## src/rtl/module_detector_sindrome.sv

```systemverilog
// module_detector_sindrome: two-stage SECDED syndrome detector with optional saturating error counters.
// Ports: clk, rst (async, active-high); datos_in[7:0]/valido_in receive a word;
// limpiar clears the counters; datos_out/sindrome/paridad_global feed the corrector;
// valido_out pulses once per word together with error_simple/error_doble;
// cuenta_simple/cuenta_doble are the error tallies.
// Macro DETECTOR_CONTADORES_EN builds the counters; otherwise they read 0.
module module_detector_sindrome #(
    parameter int ANCHO_CONTADOR = 8
) (
    input  logic                      clk,
    input  logic                      rst,
    input  logic [7:0]                datos_in,
    input  logic                      valido_in,
    input  logic                      limpiar,
    output logic [7:0]                datos_out,
    output logic [2:0]                sindrome,
    output logic                      paridad_global,
    output logic                      valido_out,
    output logic                      error_simple,
    output logic                      error_doble,
    output logic [ANCHO_CONTADOR-1:0] cuenta_simple,
    output logic [ANCHO_CONTADOR-1:0] cuenta_doble
);
    logic [7:0] s1_datos;
    logic       s1_valido;
    logic [2:0] sind;
    logic       par;
    logic       simple;
    logic       doble;

    always_ff @(posedge clk or posedge rst) begin
        if (rst) begin
            s1_datos  <= '0;
            s1_valido <= 1'b0;
        end else begin
            s1_valido <= valido_in;
            if (valido_in) s1_datos <= datos_in;
        end
    end

    // Masks select the bits covered by s4 (3,4,5,6), s2 (1,2,5,6) and s1 (0,2,4,6).
    // Any global parity mismatch is a single error: either the syndrome locates it
    // or, with a zero syndrome, it sits in the parity bit itself.
    always_comb begin
        sind   = {^(s1_datos & 8'h78), ^(s1_datos & 8'h66), ^(s1_datos & 8'h55)};
        par    = ^s1_datos;
        simple = par;
        doble  = !par && (sind != 3'b000);
    end

    always_ff @(posedge clk or posedge rst) begin
        if (rst) begin
            datos_out      <= '0;
            sindrome       <= '0;
            paridad_global <= 1'b0;
            valido_out     <= 1'b0;
            error_simple   <= 1'b0;
            error_doble    <= 1'b0;
        end else begin
            valido_out <= s1_valido;
            if (s1_valido) begin
                datos_out      <= s1_datos;
                sindrome       <= sind;
                paridad_global <= par;
                error_simple   <= simple;
                error_doble    <= doble;
            end
        end
    end

`ifdef DETECTOR_CONTADORES_EN
    localparam logic [ANCHO_CONTADOR-1:0] cuenta_uno = 1;

    always_ff @(posedge clk or posedge rst) begin
        if (rst) begin
            cuenta_simple <= '0;
            cuenta_doble  <= '0;
        end else if (limpiar) begin
            cuenta_simple <= '0;
            cuenta_doble  <= '0;
        end else if (s1_valido) begin
            if (simple && cuenta_simple != '1) cuenta_simple <= cuenta_simple + cuenta_uno;
            if (doble && cuenta_doble != '1) cuenta_doble <= cuenta_doble + cuenta_uno;
        end
    end
`else
    logic unused_limpiar;
    assign unused_limpiar = limpiar;
    assign cuenta_simple  = '0;
    assign cuenta_doble   = '0;
`endif
endmodule

```

## config.mk

```make
export PLATFORM = sky130hd
export DESIGN_NAME = module_detector_sindrome
export DESIGN_NICKNAME = d
export VERILOG_FILES = /design/src/rtl/module_detector_sindrome.sv
export SDC_FILE = /design/constraint.sdc
export NUM_CORES = 1
export LEC_CHECK = 0
export ABC_AREA = 1
export CORE_ASPECT_RATIO = 0.75
export CORE_MARGIN = 2
export CORE_UTILIZATION = 40
export CTS_CLUSTER_SIZE = 12
export DETAILED_ROUTE_END_ITERATION = 10
export HOLD_SLACK_MARGIN = 0.02
export PLACE_DENSITY = 0.75
export SKIP_CTS_REPAIR_TIMING = 1
export SLEW_MARGIN = 20
export SYNTH_ARGS = -nofsm -noshare
export SYNTH_HDL_FRONTEND = slang
export SYNTH_SLANG_ARGS = --single-unit
```

## constraint.sdc

```tcl
create_clock -name clk -period 1.35 [get_ports clk]
set_clock_uncertainty 0.2 [all_clocks]
set_input_delay 0.2025 -clock clk [delete_from_list [all_inputs] [get_ports clk]]
set_output_delay 0.2025 -clock clk [all_outputs]
set_load 0.005 [all_outputs]
```

# ---- Word level (Yosys, flattened, before mapping)
# Index checks and enable logic that the tools add are counted.
dict set report op_classes {
  add_sub_neg 0
  eq_ne 0
  n_mul 0
  div 0
  n_reduce_logical 7
  n_bitwise 0
  n_lt_le_gt_ge 0
  shift 0
  muxes 0
}
# op count
set op_table {}
lappend op_table {{$reduce_xor A8 Y1} 4}
lappend op_table {{$reduce_bool A3 Y1} 1}
lappend op_table {{$logic_and A1 B1 Y1} 1}
lappend op_table {{$logic_not A1 Y1} 1}
dict set report totals {
  ramBits 0
  input_bits 12
  mem_count 0
  ff_bits 23
  rom_bits 0
  latch_bits 0
}

# ---- Longest topological paths before layout
dict set report depth {
  word_depth 3
  ltp_mapped 10
  ltp_nobuf 10
}

# ---- Worst setup path after synthesis
# No wires, ideal clock.
dict set report synth_path {
  path_type {register -> register}
  start {register s1_datos[1]}
  end {register error_doble}
  stages_incl_launch_ff 11
  setup_ns 0.116
  period_less_slack_ns 1.316
  t_arrival_ns 1.000
  slack_ns 0.034
  path_cell_list {dfrtp_1 inv_1 nand2_1 nand2_1 nand2_1 nand2_1 clkinv_1 nand2_1 nand2_2 nand3_2 nand2_2}
}
dict set report synth_via {
  elab_chain_cells 3
}
# element line_no
set synth_lines {}
lappend synth_lines {{from (decl)} 24} ;# logic [7:0] s1_datos;
lappend synth_lines {{from (signal assigned)} 37} ;# if (valido_in) s1_datos <= datos_in;
lappend synth_lines {{$reduce_xor A8 Y1 (on tied branches)} {45, 46}}
lappend synth_lines {{$reduce_bool A3 Y1 / $logic_not A1 Y1 (equally long branches)} 48} ;# doble = !par && (sind != 3'b000);
lappend synth_lines {{$logic_and A1 B1 Y1 (*)} 48}
lappend synth_lines {{to (signal assigned)} 66} ;# error_doble <= doble;
lappend synth_lines {{to (decl)} 20} ;# output logic error_doble,
# Mark *: on every way between the ends. The rest lies on a longest branch, timed or not.
# A chain may end at the register's enable or synchronous reset.

# ---- Final worst setup path
dict set report layout_path {
  start {register s1_datos[2]}
  end {register error_doble}
}
# Same word-level chain as after synthesis.

==> flow_summary.ini <==
[outcome]
failed_checks = setup timing
outcome = finished, violations left

[route]
avgViaCountPerCell = 4.296
drt.antenna.violating_nets = 0
first_iter_violations = 85
drt-total-wl_mm = 2.528
vias = 1104
post_drt_wl_per_cell_um = 9.837
route.detailed.drc = 0
firstDrtPassIters = 7

[critical_path]
cp-startpoint = s1_datos[2]
cpMostUsedCell = sky130_fd_sc_hd__nand2_2
worstPathArrival_ns = 1.35
worstSetupEndpoint = error_doble
path_depth = 10
startpoint_of_the_lowest_slack_register_to_register_path = s1_datos[2]
path_delay_family = flip-flops
crit_required_ns = 1.31
worst-setup-path-type = flip-flop to flip-flop
slowest_stage_cell_on_the_critical_path = sky130_fd_sc_hd__dfrtp_2
path_max_fanout = 7
ff2ff_setup_slack_ns = -0.04
cp_num_buf_inv = 2
critical-path-max-stage-delay_ns = 0.48
timing.critical_path.from_type = flip-flop
timing.rr.end = error_doble
worst-r2r-cell-count = 10
timing.critical_path.to_type = flip-flop
path_cells = inv_4 > nand2_2 > nand2_1 > nand2_2 > nand2_2 > inv_2 > nand2_2 > nand2_2 > nand3_2 > nand2_2

[clocking]
tritoncts = done
tritoncts_num_sinks = 23
clock_tree.root_cell = sky130_fd_sc_hd__clkbuf_8
clock_latency_ns = 0.26
clk_pin_slew_worst_paths_ns = 0.08
cts_made_buffers = 3
cts.path.max_buffers = 2
clock_tree.htree_level_count = 1

[place]
dpl-instance-area_um2 = 1618
place.port_buffers = 25
placed_cells_incl_taps = 245
place.detailed.hpwl_mm = 1.892
globalplace.congestion = 0.8311

[layout]
final_area_um2 = 1813
nets = 232
final-instance-count-excl-fill = 257
n_fill_cell = 277
drive_gt1_frac = 0.2922
num_antenna_cells = 0
synthToLayoutAreaGrowth_pct = 46.22

[sta]
min_period_ns = 1.388
post-route-worst-setup-slack_ns = -0.03757
post-route-period-util = 1.028
number_of_hold_slack_violations_in_the_final_timing_report = 0
max_freq_mhz = 720.7
drv_slew = 0
setup_viol_count_final = 3
worst_hold_slack_across_all_endpoints_ns = 0.05971
rsz0062_at_grt = true

[yosys]
syn-cell-area_um2 = 1240
yosysUniqueCellTypes = 16
synth.area.top_cells = sky130_fd_sc_hd__dfrtp_1, sky130_fd_sc_hd__nand2_1, sky130_fd_sc_hd__buf_4
synth_top_cell_area_share = 0.4642
synth_area_leader = sky130_fd_sc_hd__dfrtp_1
sequential_to_total_area_share_from_yosys_stat = 0.4642
yosys_register_bits = 23
synth.yosys.warnings = 0
syn-instance-count = 167
avgSynthCellArea_um2 = 7.425

[die]
core_area_um2 = 2957
die_area_um2 = 3566
start_util = 0.4194
row_count = 17
chipWidth_um = 68.29
dieHeight_um = 52.22
boundaryPins = 43

[global_routing]
vias_in_the_first_global_route = 891
number_of_antenna_violations_at_the_first_check_in_global_routing = 0
first_pass_grt_wire_length_mm = 3.898
pin_count_of_the_biggest_net_entering_global_routing = 24
grt_util_all_layers = 0.1476
gr-total-overflow = 0

[flow_run]
maxCapViolCount = 0

[pwr]
leakagePower_nw = 1.091
pwr_density_cell_nw_per_um2 = 1028
power.ir.vdd_worst_uv = 673.9

[hold_path]
hold_path.class = input port to async pin
## area by class of cell
class                   count  area [µm²]  share of cell area
inverters                  13       56.30             0.03106
repair buffers             53       510.5              0.2816
multi-input cells         126       573.1              0.3161
flip-flops and latches     23       579.3              0.3195
well taps                  38       47.55             0.02622
clock inverters             1       5.005            0.002761
clock buffers               3       41.29             0.02277
## registers in the layout, indices dropped and copies added, names as in the netlist
register / flops
sindrome: 3
s1_datos: 8
datos_out: 8
error_doble: 1
s1_valido: 1
valido_out: 1
paridad_global: 1
## routing by layer
metal | GRT usage | up-vias | routed length (µm)
met2 | 0.2282 | 35 | 1144
met1 | 0.2085 | 477 | 1212
met4 | 0.01000 | 0 | 7
li1 | - | 590 | -
met5 | 0 | - | 0
met3 | 0.05161 | 2 | 163
## cell usage after synthesis
master and number:
sky130_fd_sc_hd__nand2_1 71, sky130_fd_sc_hd__dfrtp_1 23, sky130_fd_sc_hd__inv_1 9, sky130_fd_sc_hd__o21ai_1 1, sky130_fd_sc_hd__o21ai_0 17, sky130_fd_sc_hd__inv_2 3
sky130_fd_sc_hd__buf_4 17, sky130_fd_sc_hd__nand3_1 3, sky130_fd_sc_hd__clkbuf_1 3, sky130_fd_sc_hd__xnor2_1 1, sky130_fd_sc_hd__conb_1 1, sky130_fd_sc_hd__clkinv_1 1
sky130_fd_sc_hd__nor2_1 7, sky130_fd_sc_hd__a31oi_1 2, sky130_fd_sc_hd__nand2_2 7, sky130_fd_sc_hd__nand3_2 1
## tightest hold or removal path: cells and delay by family
kind | cells | cell delay [ns]
buffers and inverters | 3 | 0.67
## cells by family (layout without fill, tap and decap cells)
group	after synthesis	in the layout	share of synthesized area
simple gates	89	89	0.2916
xor+xnor	1	1	0.007065
compound gates	20	20	0.08274
other cells	1	16	0.003024
flops	23	23	0.4642
buf+inv	33	70	0.1514
## where the power goes
group / total, mW / internal (mW) / switching (mW) / leakage, nW
clock: 0.422 / 0.206 / 0.216 / 0.0255
combinational: 0.603 / 0.324 / 0.278 / 0.789
sequential: 0.840 / 0.774 / 0.0654 / 0.277
total: 1.86 / 1.30 / 0.560 / 1.09
## how the worst min path moves through the flow
stage / startpoint / endpoint / slack [ns] / depth (start not counted)
global placement: datos_out[7] / datos_out[7] / 0.27 / 2
finish: rst / s1_datos[0] / 0.06 / 3
CTS: rst / s1_datos[0] / 0.07 / 3
floorplan: rst / datos_out[0] / 0.004 / 1
detailed placement: datos_out[3] / datos_out[3] / 0.27 / 2
global route: rst / datos_out[3] / 0.08 / 3
## layout by cell type (no fill, tap or decap)
master	instances
sky130_fd_sc_hd__a31oi_1	2
sky130_fd_sc_hd__buf_12	1
sky130_fd_sc_hd__buf_4	27
sky130_fd_sc_hd__clkbuf_8	3
sky130_fd_sc_hd__clkdlybuf4s50_1	10
sky130_fd_sc_hd__clkinv_2	1
sky130_fd_sc_hd__conb_1	16
sky130_fd_sc_hd__dfrtp_1	20
sky130_fd_sc_hd__dfrtp_2	3
sky130_fd_sc_hd__dlymetal6s2s_1	15
sky130_fd_sc_hd__inv_1	4
sky130_fd_sc_hd__inv_2	6
sky130_fd_sc_hd__inv_4	3
sky130_fd_sc_hd__nand2_1	62
sky130_fd_sc_hd__nand2_2	16
sky130_fd_sc_hd__nand3_1	1
sky130_fd_sc_hd__nand3_2	3
sky130_fd_sc_hd__nor2_1	7
sky130_fd_sc_hd__o21ai_0	17
sky130_fd_sc_hd__o21ai_1	1
sky130_fd_sc_hd__xnor2_2	1
## metrics by stage
stage                     utilization  setup WS [ns]  power [mW]  TNS (ns)
after floorplan                     -        0.03404       1.139         0
after global placement         0.5472       -0.06781       1.381   -0.1005
after detailed placement       0.5472       -0.09246       1.400   -0.1650
after CTS                      0.5628        -0.2023       1.822    -2.857
after global routing           0.6132        -0.1417       2.003   -0.3561
final                          0.6132       -0.03757       1.864  -0.08271
(Power assumes the default switching activity.)
